--- src/rtl/ad_ip_jesd204_tpl_adc_pnmon.sv ---
// PN9/PN23 pattern monitor for one converter channel: self-seeds from incoming
// data while out of sync, free-runs once locked, and reports mismatches.
module ad_ip_jesd204_tpl_adc_pnmon #(
    parameter int DATA_PATH_WIDTH = 2,
    parameter int OOS_THRESHOLD   = 16
) (
    input  logic                          link_clk,
    input  logic                          link_resetn,
    input  logic                          valid,
    input  logic [DATA_PATH_WIDTH*16-1:0] data,
    input  logic [3:0]                    pn_seq_sel,
    output logic                          pn_err,
    output logic                          pn_oos
);

    localparam int unsigned DW = DATA_PATH_WIDTH * 16;
    localparam int unsigned CW = $clog2(OOS_THRESHOLD + 1);
    localparam logic [CW-1:0] CNT_ONE  = CW'(1);
    localparam logic [CW-1:0] CNT_LAST = CW'(OOS_THRESHOLD - 1);

    typedef enum logic {
        ST_OOS,
        ST_SYNC
    } state_t;

    state_t        state, state_nxt;
    logic [CW-1:0] cnt, cnt_nxt;
    logic [DW-1:0] seed, seed_nxt;
    logic [DW-1:0] data_q, expected;
    logic          valid_q;
    logic [3:0]    sel_q;
    logic          err_q, err_nxt;
    logic          match, sel_chg, sel_rsvd;

    // Stream position j lives at bit 16*(j/16)+15-(j%16), which equals j^15.
    function automatic logic [DW-1:0] pn_advance(input logic [DW-1:0] r, input logic long_seq);
        logic [DW+22:0] s;
        logic [DW-1:0]  e;
        s = '0;
        e = '0;
        if (long_seq) begin
            for (int unsigned i = 0; i < 23; i++) s[i] = r[(DW - 23 + i) ^ 15];
            for (int unsigned n = 23; n < DW + 23; n++) s[n] = s[n-23] ^ s[n-18];
            for (int unsigned j = 0; j < DW; j++) e[j ^ 15] = s[23 + j];
        end else begin
            for (int unsigned i = 0; i < 9; i++) s[i] = r[(DW - 9 + i) ^ 15];
            for (int unsigned n = 9; n < DW + 9; n++) s[n] = s[n-9] ^ s[n-5];
            for (int unsigned j = 0; j < DW; j++) e[j ^ 15] = s[9 + j];
        end
        return e;
    endfunction

    assign sel_chg  = (pn_seq_sel != sel_q);
    assign sel_rsvd = |sel_q[3:1];
    assign expected = pn_advance(seed, sel_q[0]);
    assign match    = (data_q == expected) && (|data_q);

    always_ff @(posedge link_clk or negedge link_resetn) begin
        if (!link_resetn) begin
            data_q  <= '0;
            valid_q <= 1'b0;
            sel_q   <= '0;
        end else begin
            data_q  <= data;
            valid_q <= valid;
            sel_q   <= pn_seq_sel;
        end
    end

    always_ff @(posedge link_clk or negedge link_resetn) begin
        if (!link_resetn) begin
            state <= ST_OOS;
            cnt   <= '0;
            seed  <= '0;
            err_q <= 1'b0;
        end else begin
            state <= state_nxt;
            cnt   <= cnt_nxt;
            seed  <= seed_nxt;
            err_q <= err_nxt;
        end
    end

    // Lock decision is taken in the compare stage so the seed of the next word
    // already sees the updated state; the outputs are one register further out.
    always_comb begin
        state_nxt = state;
        cnt_nxt   = cnt;
        seed_nxt  = seed;
        err_nxt   = 1'b0;
        if (sel_chg || sel_rsvd) begin
            state_nxt = ST_OOS;
            cnt_nxt   = '0;
            seed_nxt  = '0;
        end else if (valid_q) begin
            seed_nxt = (state == ST_OOS) ? data_q : expected;
            case (state)
                ST_OOS: begin
                    if (!match) begin
                        cnt_nxt = '0;
                    end else if (cnt == CNT_LAST) begin
                        state_nxt = ST_SYNC;
                        cnt_nxt   = '0;
                    end else begin
                        cnt_nxt = cnt + CNT_ONE;
                    end
                end
                ST_SYNC: begin
                    err_nxt = !match;
                    if (match) begin
                        cnt_nxt = '0;
                    end else if (cnt == CNT_LAST) begin
                        state_nxt = ST_OOS;
                        cnt_nxt   = '0;
                    end else begin
                        cnt_nxt = cnt + CNT_ONE;
                    end
                end
                default: state_nxt = ST_OOS;
            endcase
        end
    end

    always_ff @(posedge link_clk or negedge link_resetn) begin
        if (!link_resetn) begin
            pn_oos <= 1'b1;
            pn_err <= 1'b0;
        end else if (sel_chg) begin
            pn_oos <= 1'b1;
            pn_err <= 1'b0;
        end else begin
            pn_oos <= (state == ST_OOS);
            pn_err <= err_q;
        end
    end

endmodule

--- config.mk ---
export PLATFORM = sky130hd
export DESIGN_NAME = ad_ip_jesd204_tpl_adc_pnmon
export DESIGN_NICKNAME = d
export VERILOG_FILES = /design/src/rtl/ad_ip_jesd204_tpl_adc_pnmon.sv
export SDC_FILE = /design/constraint.sdc
export NUM_CORES = 1
export LEC_CHECK = 0
export ABC_AREA = 1
export CORE_MARGIN = 2
export CORE_UTILIZATION = 40
export DETAILED_ROUTE_END_ITERATION = 16
export GPL_ROUTABILITY_DRIVEN = 0
export GPL_TIMING_DRIVEN = 0
export SYNTH_ARGS = -nofsm -noshare
export SYNTH_HDL_FRONTEND = slang
export SYNTH_SLANG_ARGS = --single-unit
export TNS_END_PERCENT = 50
--- constraint.sdc ---
create_clock -name link_clk -period 1.9 [get_ports link_clk]
set_clock_uncertainty 0.15 [all_clocks]
set_input_delay 0.38 -clock link_clk [delete_from_list [all_inputs] [get_ports link_clk]]
set_output_delay 0.38 -clock link_clk [all_outputs]
set_load 0.02 [all_outputs]
==> results.md, run 1 <==
Die:
- The die covers 12200 sq um.
- The die extent in x is around 110 um.
- The cell row count is 38.
- The die extent in y is 110 um.
- 41 I/O pins were placed.
- The initial standard-cell utilization of the core is about two fifths.
- The standard cell core area is 10900 sq um.

Yosys:
- The net count after synthesis is around 690.
- In the post-synthesis netlist, the cell with the most instances is nand2_1.
- Counting flops and latches in the post-synthesis netlist gives 69.
- By area the synthesized netlist is led by dfrtp_1 38%, nand2_1 19%, nand3_1 7.8%.
- The netlist area before placement is 4530 sq um.
- The commonest cells after synthesis are 224 x nand2_1, 71 x nand3_1, 68 x dfrtp_1.
- The leading register cell type out of synthesis is dfrtp_1.
- The count of flip-flops with a built-in enable after synthesis is 0.
- The count of distinct cell types in the synthesized netlist is 34.
- Sequential cells were found to cover a little under two fifths of the synthesized design area.
- Of the post-synthesis cell area, the dominant cell type holds between 30% and 40%.
- After synthesis, the share of flip-flops with an asynchronous set or reset is 100%.
- Yosys printed 0 warnings.
- After synthesis, the mean cell area works out to roughly 7 sq um.
- The cell taking the most area after synthesis is dfrtp_1.
- The cell count after synthesis is 652.

Critical path:
- The worst register-to-register path begins at sel_q[0].
- The critical path contains buffers and inverters numbering 5 combined.
- In this design, the largest share of critical-path delay is due to simple AND/OR/NAND/NOR gates.
- The delay of the slowest cell on the worst path is ~0.37 ns.
- The largest individual stage delay along the critical path comes from the cell dfrtp_1.
- The largest fanout of any net on the critical path is 10.
- Data arrives at the worst endpoint at between 2 and 3 ns.
- The capturing element type of the critical path is a register.
- The most numerous cell type found on the critical path is nand2_1.
- The required arrival time at the worst endpoint is about 2.0 ns.
- The first element of the critical path is sel_q[0].
- By startpoint and endpoint, the worst setup path is classified as register to register.
- The critical path goes through buf_6 > inv_8 > buf_8 > buf_2 > nand4_1 > nand2_1 > inv_1 > nand2_1 > nand2_1 > nor2_1 > nand4_1 > nand2_2 > nand2_4 > nand2_1 > nand2_1.
- The startpoint type of the worst setup path is a register.

Global route:
- The initial antenna violation count came to 0.
- For this run the aggregate overflow at the end of global routing stands at 0.
- The first global-routing pass estimated 25100 um of wire.
- For this run, the total global-route usage over all layers was measured as 27.9%.
- The maximum number of pins on one net before global-route repair is 70.
- The via count of the first global-routing pass is 4730.

Run status:
- The flow ran to the end, but the final reports show violations.
- The final reports fail on setup timing.

Power and ir drop:
- The leakage power total is between 3 and 4 nW.
- The proportion of power drawn by the clock network is 47.3%.
- The power share of the sequential group is 40.9%.
- In this run the power spent charging and discharging nets is 0.955 mW.
- The worst-case IR drop observed on VDD is 0.376 mV.
- The switching power share of the total is between 20 and 30%.
- The total power is between 3 and 4 mW.
- The logic gate share of total power is a little under an eighth.
- Dividing total power by cell area gives a power density of between 500 and 600 nW/um^2.
- The internal power of the cells is 2.86 mW.

Layout:
- The layout overhead on the synthesized area is 42.3%.
- For this run, the post-layout net count is 786.
- Once layout is done, the placed cells without fillers occupy 6440 sq um.
- The non-filler instance count after layout is 891.
- The ratio of cells with drive above 1 in the final layout is 26.2%.
- The total inserted antenna cells is 0.

Timing:
- The final setup violation count is 30.
- The total negative slack for setup checks is -9.28 ns.
- Of the available clock period, the critical path in the final layout requires 129%.
- Across all setup checks in the final design, the least slack found is -0.559 ns.
- The final hold violation count is 0.
- The smallest clock period supported by the final layout is computed as 2.46 ns.
- The maximum clock rate is 0.407 GHz.
- At the pin with the least slew margin, the transition time is 0.875 ns.
- The final count of pins violating max slew is 0.
- Setup repair after global routing could not meet its margin everywhere.
- Measured against its own limit, the worst slew margin works out to a little over two fifths.

Detailed routing:
- The iteration count of the initial detailed-routing pass is 5.
- The final wirelength is roughly 16000 um.
- The detailed router placed 4959 vias in this run.
- The detail route stage leaves a number of antenna-violating nets equal to 0.
- The number of DRC violations after detailed routing is 0.
- The number of DRC violations after detailed-routing iteration 0 is between 400 and 500.
- The number of vias per cell after detailed routing is 5.57.
- In the final routed layout, each cell accounts on average for 17.9 um.

Placed design:
- Input and output buffers added on the ports amount to 40.
- Counting tap cells, the placed design contains a total of between 800 and 900 instances.
- Summing all placed instances gives a cell area of about 5200 sq um.
- The half-perimeter wire length after detailed placement is 11200 um.
- The setup slack at placement is -0.910 ns.

Clock network:
- At the later pin of the worst-skew pair, clock insertion delay measures ~0.34 ns.
- In this run the number of H-tree levels came out at 3.
- The number of clock sinks seen by CTS is 69.
- The cell sitting at the root of the clock tree is a clkbuf_16.
- The quantity of hold-fixing buffers added after cts is 0.
- The clock buffer count from CTS is 9.
- Clock-pin slew was measured on the worst setup and hold paths at 0.06 ns.
- TritonCTS built the clock tree.
- The number of buffers on the longest clock path is 2.

Hold path:
- The path class of the tightest hold or removal check is primary input to async pin.

Run:
- The number of maximum-capacitance constraint violations is 0.
-- cell usage in the layout (no fill, tap or decap), types with 5 or more instances in the layout --
cell / synthesis / routed
o22ai_2: 0 / 9
a21oi_1: 18 / 14
nand2_4: 4 / 22
dfrtp_1: 68 / 66
inv_1: 39 / 37
nand4_1: 5 / 5
o21ai_2: 1 / 7
clkdlybuf4s50_1: 0 / 37
xor2_1: 14 / 12
o21ai_1: 9 / 24
nand3b_1: 9 / 9
nand2_1: 224 / 187
o21ai_0: 37 / 16
clkbuf_1: 6 / 5
nand3_2: 3 / 11
o211ai_1: 7 / 7
nor2_1: 55 / 53
xnor2_1: 11 / 8
inv_8: 0 / 7
nand2_2: 18 / 34
buf_4: 9 / 37
buf_6: 1 / 11
nand3_1: 71 / 61
clkbuf_16: 0 / 11
-- logic make-up (layout without fill, tap and decap cells) --
kind of cell	count (synthesis)	after routing	synth area share [%]
AND/OR/NAND/NOR	399	399	38.7
flip-flops	69	69	38.2
buffers and inverters	73	172	7.27
AO/OA/AOI/OAI	84	84	10.3
XOR/XNOR	26	26	5.33
adder cells (fa/ha/maj)	1	1	0.276
-- power groups by stage --
stage	clock, mW	combinational [mW]	sequential [mW]
finish	1.81	0.451	1.56
global route	1.90	0.491	1.57
CTS	1.83	0.435	1.56
detailed placement	0	0.376	1.58
global placement	0	0.370	1.58
floorplan	0	0.208	1.56
-- through the flow --
| step | util (%) | hold slack, ns |
|---|---|---|
| final | 58.9 | 0.0210 |
| after floorplan | - | -0.0656 |
| after CTS | 57.6 | 0.0564 |
| after global routing | 58.9 | 0.104 |
| after global placement | 47.8 | 0.307 |
| after detailed placement | 47.8 | 0.306 |
-- worst paths after layout --
path | end | slack, ns | depth (start not counted)
max in group asynchronous | seed[21] | 0.96 | 1
hold reg to reg | pn_err | 0.32 | 1
min in group link_clk | sel_q[1] | 0.16 | 1
hold / removal | data_q[1] | 0.02 | 1
setup / recovery | cnt[4] | -0.56 | 15
setup reg to reg | cnt[4] | -0.56 | 15
-- repair_timing --
action	4_1_cts	5_1_grt
setup buffers	36	3
pin swaps	25	9
endpoints found under the hold margin	0	0
gates cloned	3	1
endpoints found under the setup margin	31	30
resized for setup	123	29
-- layer usage --
metal,wire [um],track usage [%],share of wire (%)
met5,0,0,0
met3,1450,5.35,9.1
met4,740,13.3,4.6
met2,7280,44.0,46
met1,6440,36.9,40
-- cell type report --
| type | count | area (sq um) |
|---|---|---|
| fill | 991 | 4490 |
| multi-input combinational | 510 | 2930 |
| inverter | 50 | 263 |
| clock buffer | 10 | 229 |
| sequential | 69 | 1730 |
| timing repair buffer | 83 | 788 |
| clock inverter | 6 | 87.6 |
| tap | 140 | 175 |
| buffer | 23 | 235 |
-- sequential cells by signal (all words and copies together) (netlist names) --
| register | count |
|---|---|
| err_q | 1 |
| seed | 23 |
| data_q | 32 |
| sel_q | 4 |
| valid_q | 1 |
| pn_err | 1 |
| cnt | 5 |
| pn_oos | 1 |
| state | 1 |
Power figures use the tool's default switching activity.
==> run 2, diff against run 1 <==
Settings changed: CELL_PAD_IN_SITES_DETAIL_PLACEMENT from default to 2, CELL_PAD_IN_SITES_GLOBAL_PLACEMENT from default to 2, CORE_UTILIZATION 40 to 30, PLACE_DENSITY_LB_ADDON from default to 0.1.
==> run 2 against run 1 <==
The run still ends with setup timing left. Sequential cell count did not move. Non-clock buffer count grew 15. Die area increased by 32%. Highest routed layer unchanged. Worst setup slack worse by 0.17 ns. Worst hold slack gained 0.16 ns. Largest cell class unchanged. Utilization shrank 12 points. Design area up 7.1%. Via count increased by 4.4%. Combinational power is 13% higher.
==> results.md, run 2 (synthesis gave the netlist of run 1 again) <==
Die:
- The overall die area was 16100 sq um (was 12200 sq um).
- The standard cell core area is 14600 sq um (was 10900 sq um).
- The die extent in x came to 127 um (was 110 um).
- The I/O pin count is 41 (unchanged).
- The cell row count is 44 (was 38).
- The die extent in y is 127 um (was 110 um).
- The initial standard-cell utilization of the core is 30.9% (was 41.4%).

Clock network:
- The number of clock sinks seen by CTS is 69 (unchanged).
- The number of levels in the clock H-tree is 3 (unchanged).
- The clock slew at the register clock pins of the worst setup and hold paths came to 0.06 ns (about the same).
- The TritonCTS clock tree is built (unchanged).
- The number of buffers on the longest clock path is 2 (unchanged).
- The clock latency reported for the late side of the worst-skew pair is 0.34 ns (about the same).
- The clock buffer count from CTS was 9 (unchanged).
- The clock tree root driver cell is clkbuf_16 (unchanged).

Power and ir drop:
- The internal power of the cells is 2.75 mW (was 2.86 mW).
- The largest vdd supply drop was 0.461 mV (was 0.376 mV).
- The power share of the sequential group is 40.9% (about the same).
- The power density of the placed cells is 557 nW/um^2 (was 593 nW/um^2).
- The leakage power total came to 3.18 nW (was 3.03 nW).
- The logic gate share of total power is 13.3% (was 11.8%).
- The proportion of power drawn by the clock network is 45.8% (was 47.3%).
- The switching power share of the total is 28.2% (was 25.0%).
- The net switching power of the design is 1.08 mW (was 0.955 mW).

Layout:
- Largest regs: data_q (32), seed (23), cnt (5) (unchanged).
- The area of all placed cells without fillers was 6900 sq um (was 6440 sq um).
- The non-filler instance count after layout is 951 (was 891).
- The ratio of cells with drive above 1 in the final layout is 31.8% (was 26.2%).
- The total area of multi-input combinational cells is 3190 sq um (was 2930 sq um).
- The number of flip-flops in the largest register is 32 (unchanged).
- The register area came to 1730 sq um (unchanged).
- Most frequent cells in the layout: 168 x nand2_1, 66 x dfrtp_1, 57 x nand3_1 (was 187 x nand2_1, 66 x dfrtp_1, 61 x nand3_1).
- The largest register by flop count is data_q (unchanged).
- The number of nets at the end of the flow was 802 (was 786).
- The most frequent standard cell in the layout excluding fill and tap cells is nand2_1 (unchanged).
- The layout overhead on the synthesized area was 52.3% (was 42.3%).
- The filler cell count is 1640 (was 991).
- The total inserted antenna cells came to 0 (unchanged).

Critical path:
- The type of the setup path with the least slack is register to register (unchanged).
- The most repeated library cell on the critical path is nand2_1 (unchanged).
- The required arrival time at the worst endpoint is 1.99 ns (was 1.98 ns).
- Cell chain of the critical path: buf_6 > inv_6 > nand2_8 > nand2_8 > nand2_1 > nand3_1 > nand2_1 > nand2_1 > nand2_1 > a21oi_4 > nand3_1 > nor2_1 > nand4_1 > nand2_2 > nand2_4 > nand2_4 > nand2_2 (was buf_6 > inv_8 > buf_8 > buf_2 > nand4_1 > nand2_1 > inv_1 > nand2_1 > nand2_1 > nor2_1 > nand4_1 > nand2_2 > nand2_4 > nand2_1 > nand2_1).
- The delay of the slowest cell on the worst path came to 0.39 ns (was 0.37 ns).
- The capturing element type of the critical path is a register (unchanged).
- The largest fanout of any net on the critical path was 6 (was 10).
- The startpoint type of the worst setup path is a register (unchanged).
- The arrival time at the worst endpoint is 2.72 ns (was 2.54 ns).
- The slowest stage cell on the critical path is dfrtp_1 (unchanged).

Run:
- The number of maximum-capacitance constraint violations is 0 (unchanged).

Timing:
- The measured slew at the worst slew-check pin was 0.984 ns (was 0.875 ns).
- The final hold slack is 0.184 ns (was 0.0210 ns).
- The final setup violation count came to 30 (unchanged).
- The final setup slack of the worst path is -0.727 ns (was -0.559 ns).
- The maximum clock rate came to 0.381 GHz (was 0.407 GHz).
- The final count of pins violating max slew is 0 (unchanged).
- RSZ-0062 raised after global routing: yes (unchanged).
- The final hold violation count is 0 (unchanged).
- The total negative slack for setup checks was -10.62 ns (was -9.28 ns).
- The shortest period the worst path allows is 2.63 ns (was 2.46 ns).
- The share of the clock period used by the worst path after layout is 138% (was 129%).
- The worst relative slew slack is 34.4% (was 41.7%).

Placed design:
- The cell area after placement was 5310 sq um (was 5230 sq um).
- The setup slack at placement was -1.04 ns (was -0.910 ns).
- The half-perimeter wire length after detailed placement is 15100 um (was 11200 um).
- The count of placed standard cells including taps is 877 (was 832).
- The count of input and output buffers is 40 (unchanged).

Detailed routing:
- The final wirelength is 23000 um (was 15900 um).
- The number of routed nets with antenna violations is 0 (unchanged).
- The routed length on met3 is 1340 um (was 1450 um).
- The number of DRC violations after detailed routing is 0 (unchanged).
- The highest metal layer with signal wires was met4 (unchanged).
- The routed wire length per instance came to 24.2 um (was 17.9 um).
- The number of DRC violations after detailed-routing iteration 0 is 233 (was 491).
- The iteration count of the initial detailed-routing pass is 4 (was 5).
- The number of vias after detailed routing is 5177 (was 4959).
- The routed wire length on met2 is 11800 um (was 7280 um).
- The post-route met1 wirelength is 8980 um (was 6440 um).
- The number of vias per cell after detailed routing came to 5.44 (was 5.57).

Global route:
- The overall fraction of global-route tracks in use is 27.0% (was 27.9%).
- The total overflow reported by the global router is 0 (unchanged).
- The via count of the first global-routing pass is 5582 (was 4730).
- The wire length of the first global-routing pass is 32500 um (was 25100 um).
- The initial antenna violation count was 0 (unchanged).
- The maximum number of pins on one net before global-route repair is 53 (was 70).

Run status:
- Result of the run: complete, but fails checks (unchanged).
- Failing checks: setup timing (unchanged).

Hold path:
- The path class of the lowest-slack min-delay path is primary input to register (was primary input to async pin).
-- run 2: cell types whose count changed in the layout (fill, tap and decap cells not counted), sizes merged --
cell	previous run	this run
clkbuf	18	17
clkinv	6	7
bufinv	2	1
dlygate4sd3	0	1
dlygate4sd2	2	3
buf	59	74
clkinvlp	0	2
inv	48	46
nand2	246	247
clkdlybuf4s50	37	36
-- run 2: final timing paths --
path | depth (start not counted) | slack [ns] | start | to
min | 1 | 0.18 | pn_seq_sel[1] | sel_q[1]
max in group asynchronous | 3 | 0.68 | link_resetn | pn_oos
min in group asynchronous | 2 | 0.31 | link_resetn | data_q[15]
max reg2reg | 17 | -0.73 | seed[23] | cnt[4]
max | 17 | -0.73 | seed[23] | cnt[4]
min reg2reg | 1 | 0.35 | err_q | pn_err
-- run 2: final cells by class --
class / count / share of cell area, %
Clock inverter: 6 / 1.03
Buffer: 23 / 3.63
Tap cell: 184 / 3.34
Sequential cell: 69 / 25.1
Multi-Input combinational cell: 511 / 46.3
Clock buffer: 10 / 3.32
Inverter: 50 / 3.99
Timing Repair Buffer: 98 / 13.3
-- run 2: repair_timing --
item / 4_1_cts / 5_1_grt
endpoints found under the hold margin: 17 / 0
hold buffers: 1 / 0
setup endpoints to repair: 31 / 30
resized for setup: 112 / 107
setup buffers: 37 / 17
cloned: 1 / 2
pin swaps: 25 / 56
-- run 2: routing by layer --
layer | vias up | global-route usage [%]
met5 | - | 0
met4 | 0 | 11.4
met2 | 149 | 45.9
met3 | 47 | 4.47
li1 | 2336 | -
met1 | 2645 | 34.0
-- run 2: worst max-delay path: cells and delay by family, from the launching register on --
kind / cells / cell delay (ns)
AO/OA/AOI/OAI: 1 / 0.23
AND/OR/NAND/NOR: 14 / 1.48
flip-flops: 1 / 0.39
buffers and inverters: 2 / 0.26
-- run 2: through the flow --
| stage | util [%] | total power [mW] |
|---|---|---|
| 2_1_floorplan | - | 1.77 |
| 3_3_place_gp | 36.1 | 1.97 |
| 3_5_place_dp | 36.3 | 2.00 |
| 4_1_cts | 43.0 | 3.83 |
| 5_1_grt | 47.1 | 3.97 |
| 6_report | 47.1 | 3.84 |
-- run 2: power groups by stage --
stage	registers [mW]	logic, mW	clock network (mW)
floorplan	1.56	0.208	0
global placement	1.58	0.387	0
detailed placement	1.59	0.415	0
CTS	1.56	0.465	1.80
global route	1.57	0.554	1.85
finish	1.57	0.511	1.76
==> run 3, diff against run 2 <==
Settings changed: RECOVER_POWER from default to 50.
==> run 3 against run 2 <==
The flow still finishes with violations (setup timing). Wire length hardly changed. Fmax about the same. Clock-buffer cell count is the same. Largest cell class unchanged. First-iteration DRC count grew 2.1%. Critical path type unchanged. Design area down 0.27%. Via count hardly changed. Power down 0.50%. Utilization is 0.13 points lower.
==> results.md, run 3 (synthesis gave the netlist of run 1 again) <==
Critical path:
- The cell count of the worst reg-to-reg path is 17 (unchanged).
- The type of the setup path with the least slack is register to register (unchanged).
- The slowest stage cell on the critical path is dfrtp_1 (unchanged).
- The capturing element type of the critical path is a register (unchanged).
- The startpoint type of the worst setup path is a register (unchanged).
- The required arrival time at the worst endpoint is 1.99 ns (about the same).
- The arrival time at the worst endpoint was 2.72 ns (about the same).
- The largest fanout of any net on the critical path is 6 (unchanged).
- Cell chain of the critical path: buf_6 > inv_6 > nand2_8 > nand2_8 > nand2_1 > nand3_1 > nand2_1 > nand2_1 > nand2_1 > a21oi_4 > nand3_1 > nor2_1 > nand4_1 > nand2_2 > nand2_4 > nand2_4 > nand2_2 (unchanged).
- The most repeated library cell on the critical path was nand2_1 (unchanged).
- The delay of the slowest cell on the worst path is 0.39 ns (about the same).

Layout:
- The filler cell count is 1643 (was 1640).
- The non-filler instance count after layout was 951 (unchanged).
- The most frequent standard cell in the layout excluding fill and tap cells is nand2_1 (unchanged).
- The ratio of cells with drive above 1 in the final layout is 31.8% (unchanged).
- The end-of-flow core utilization was 47.0% (was 47.1%).
- The total inserted antenna cells was 0 (unchanged).
- The number of flip-flops in the largest register came to 32 (unchanged).
- Largest regs: data_q (32), seed (23), cnt (5) (unchanged).
- The layout overhead on the synthesized area was 51.9% (was 52.3%).
- The largest register by flop count was data_q (unchanged).
- The number of nets at the end of the flow is 802 (unchanged).
- Most frequent cells in the layout: 168 x nand2_1, 66 x dfrtp_1, 57 x nand3_1 (unchanged).

Power and ir drop:
- The leakage power total is 3.19 nW (was 3.18 nW).
- The internal power of the cells was 2.73 mW (was 2.75 mW).
- The proportion of power drawn by the clock network is 46.1% (was 45.8%).
- The power share of the sequential group is 41.1% (was 40.9%).
- The logic gate share of total power is 12.9% (was 13.3%).
- The switching power share of the total was 28.4% (was 28.2%).
- The net switching power of the design is 1.08 mW (about the same).
- The largest vdd supply drop is 0.462 mV (was 0.461 mV).
- The power density of the placed cells is 555 nW/um^2 (was 557 nW/um^2).

Run:
- The number of maximum-capacitance constraint violations is 0 (unchanged).

Detailed routing:
- The iteration count of the initial detailed-routing pass came to 4 (unchanged).
- The number of routed nets with antenna violations is 0 (unchanged).
- The number of vias after detailed routing was 5178 (was 5177).
- The final wirelength is 23000 um (about the same).
- The number of DRC violations after detailed routing is 0 (unchanged).
- The number of vias per cell after detailed routing is 5.44 (about the same).
- The number of DRC violations after detailed-routing iteration 0 is 238 (was 233).
- The routed wire length per instance is 24.2 um (about the same).

Clock network:
- The number of clock sinks seen by CTS came to 69 (unchanged).
- The clock slew at the register clock pins of the worst setup and hold paths is 0.06 ns (about the same).
- The clock tree root driver cell is clkbuf_16 (unchanged).
- The clock latency reported for the late side of the worst-skew pair is 0.34 ns (about the same).
- The number of buffers on the longest clock path is 2 (unchanged).
- The clock buffer count from CTS is 9 (unchanged).
- The number of levels in the clock H-tree is 3 (unchanged).
- The TritonCTS clock tree is built (unchanged).

Timing:
- The final setup slack of the worst path is -0.727 ns (about the same).
- The final setup violation count is 30 (unchanged).
- The final hold violation count is 0 (unchanged).
- The measured slew at the worst slew-check pin is 0.984 ns (about the same).
- RSZ-0062 raised after global routing: yes (unchanged).
- The maximum clock rate was 0.381 GHz (about the same).
- The shortest period the worst path allows is 2.63 ns (about the same).
- The final count of pins violating max slew is 0 (unchanged).
- The share of the clock period used by the worst path after layout is 138% (about the same).
- The worst relative slew slack is 34.4% (about the same).

Die:
- The overall die area is 16100 sq um (unchanged).
- The die extent in y is 127 um (unchanged).
- The initial standard-cell utilization of the core came to 30.9% (unchanged).
- The standard cell core area is 14600 sq um (unchanged).
- The I/O pin count is 41 (unchanged).
- The cell row count is 44 (unchanged).
- The die extent in x is 127 um (unchanged).

Run status:
- Result of the run: complete, but fails checks (unchanged).
- Failing checks: setup timing (unchanged).

Global route:
- The overall fraction of global-route tracks in use came to 27.0% (unchanged).
- The wire length of the first global-routing pass is 32500 um (unchanged).
- The total overflow reported by the global router is 0 (unchanged).
- The initial antenna violation count is 0 (unchanged).
- The maximum number of pins on one net before global-route repair is 53 (unchanged).
- The via count of the first global-routing pass was 5582 (unchanged).

Hold path:
- The worst hold path stage count is 1 (unchanged).
- The path class of the lowest-slack min-delay path is primary input to register (unchanged).

Placed design:
- The count of input and output buffers was 40 (unchanged).
- The half-perimeter wire length after detailed placement was 15100 um (unchanged).
- The count of placed standard cells including taps came to 877 (unchanged).
[run 3: what timing repair did]
item / CTS / global route
hold endpoints to repair: 17 / 0
pin swaps: 25 / 56
resized for setup: 112 / 107
buffers inserted: 37 / 17
endpoints found under the setup margin: 31 / 30
hold buffers: 1 / 0
gates cloned: 1 / 2
[run 3: final timing paths]
check | start | endpoint | slack (ns)
worst max-delay path | seed[23] | cnt[4] | -0.73
worst min-delay path | pn_seq_sel[1] | sel_q[1] | 0.18
worst max register to register | seed[23] | cnt[4] | -0.73
worst min register to register | err_q | pn_err | 0.35
max in group asynchronous | link_resetn | seed[21] | 0.30
min in group asynchronous | link_resetn | data_q[15] | 0.40
[run 3: power groups by stage]
stage / logic, mW / registers (mW) / clock network, mW
floorplan: 0.208 / 1.56 / 0
global placement: 0.387 / 1.58 / 0
detailed placement: 0.415 / 1.59 / 0
CTS: 0.465 / 1.56 / 1.80
global route: 0.534 / 1.57 / 1.85
finish: 0.491 / 1.57 / 1.76
[run 3: final cells by class]
| cell class | instances | area, sq um | area share (%) |
|---|---|---|---|
| clock inverters | 6 | 71.3 | 1.04 |
| repair buffers | 98 | 900 | 13.1 |
| well taps | 184 | 230 | 3.35 |
| inverters | 50 | 275 | 4.00 |
| clock buffers | 10 | 229 | 3.33 |
| plain buffers | 23 | 250 | 3.64 |
| flip-flops and latches | 69 | 1730 | 25.2 |
| multi-input cells | 511 | 3190 | 46.4 |
[run 3: per-stage QoR]
step                power (mW)  hold WS [ns]  setup WS, ns  setup TNS [ns]  cell area (sq um)
detailed placement        2.00         0.146         -1.04          -26.40               5310
finish                    3.82         0.184        -0.727          -11.63               6880
global placement          1.97         0.321         -2.50         -176.10               5290
global route              3.95         0.195        -0.852          -14.63               6880
CTS                       3.83         0.166        -0.583           -7.33               6300
floorplan                 1.77       -0.0656        -0.119          -0.594               4660
[run 3: critical path, delay by kind of cell (launching register included)]
kind,cells,cell delay (ns)
simple gates,14,1.48
flops,1,0.39
buf+inv,2,0.26
compound gates,1,0.23
[run 3: metal layers]
metal / part of all wire (%) / wire length [um] / GRT usage (%) / up-vias
met5: 0 / 0 / 0 / -
met4: 3.9 / 907 / 11.4 / 0
met3: 5.8 / 1340 / 4.47 / 47
met2: 51 / 11800 / 45.9 / 150
met1: 39 / 8980 / 34.0 / 2646
li1: - / - / - / 2335
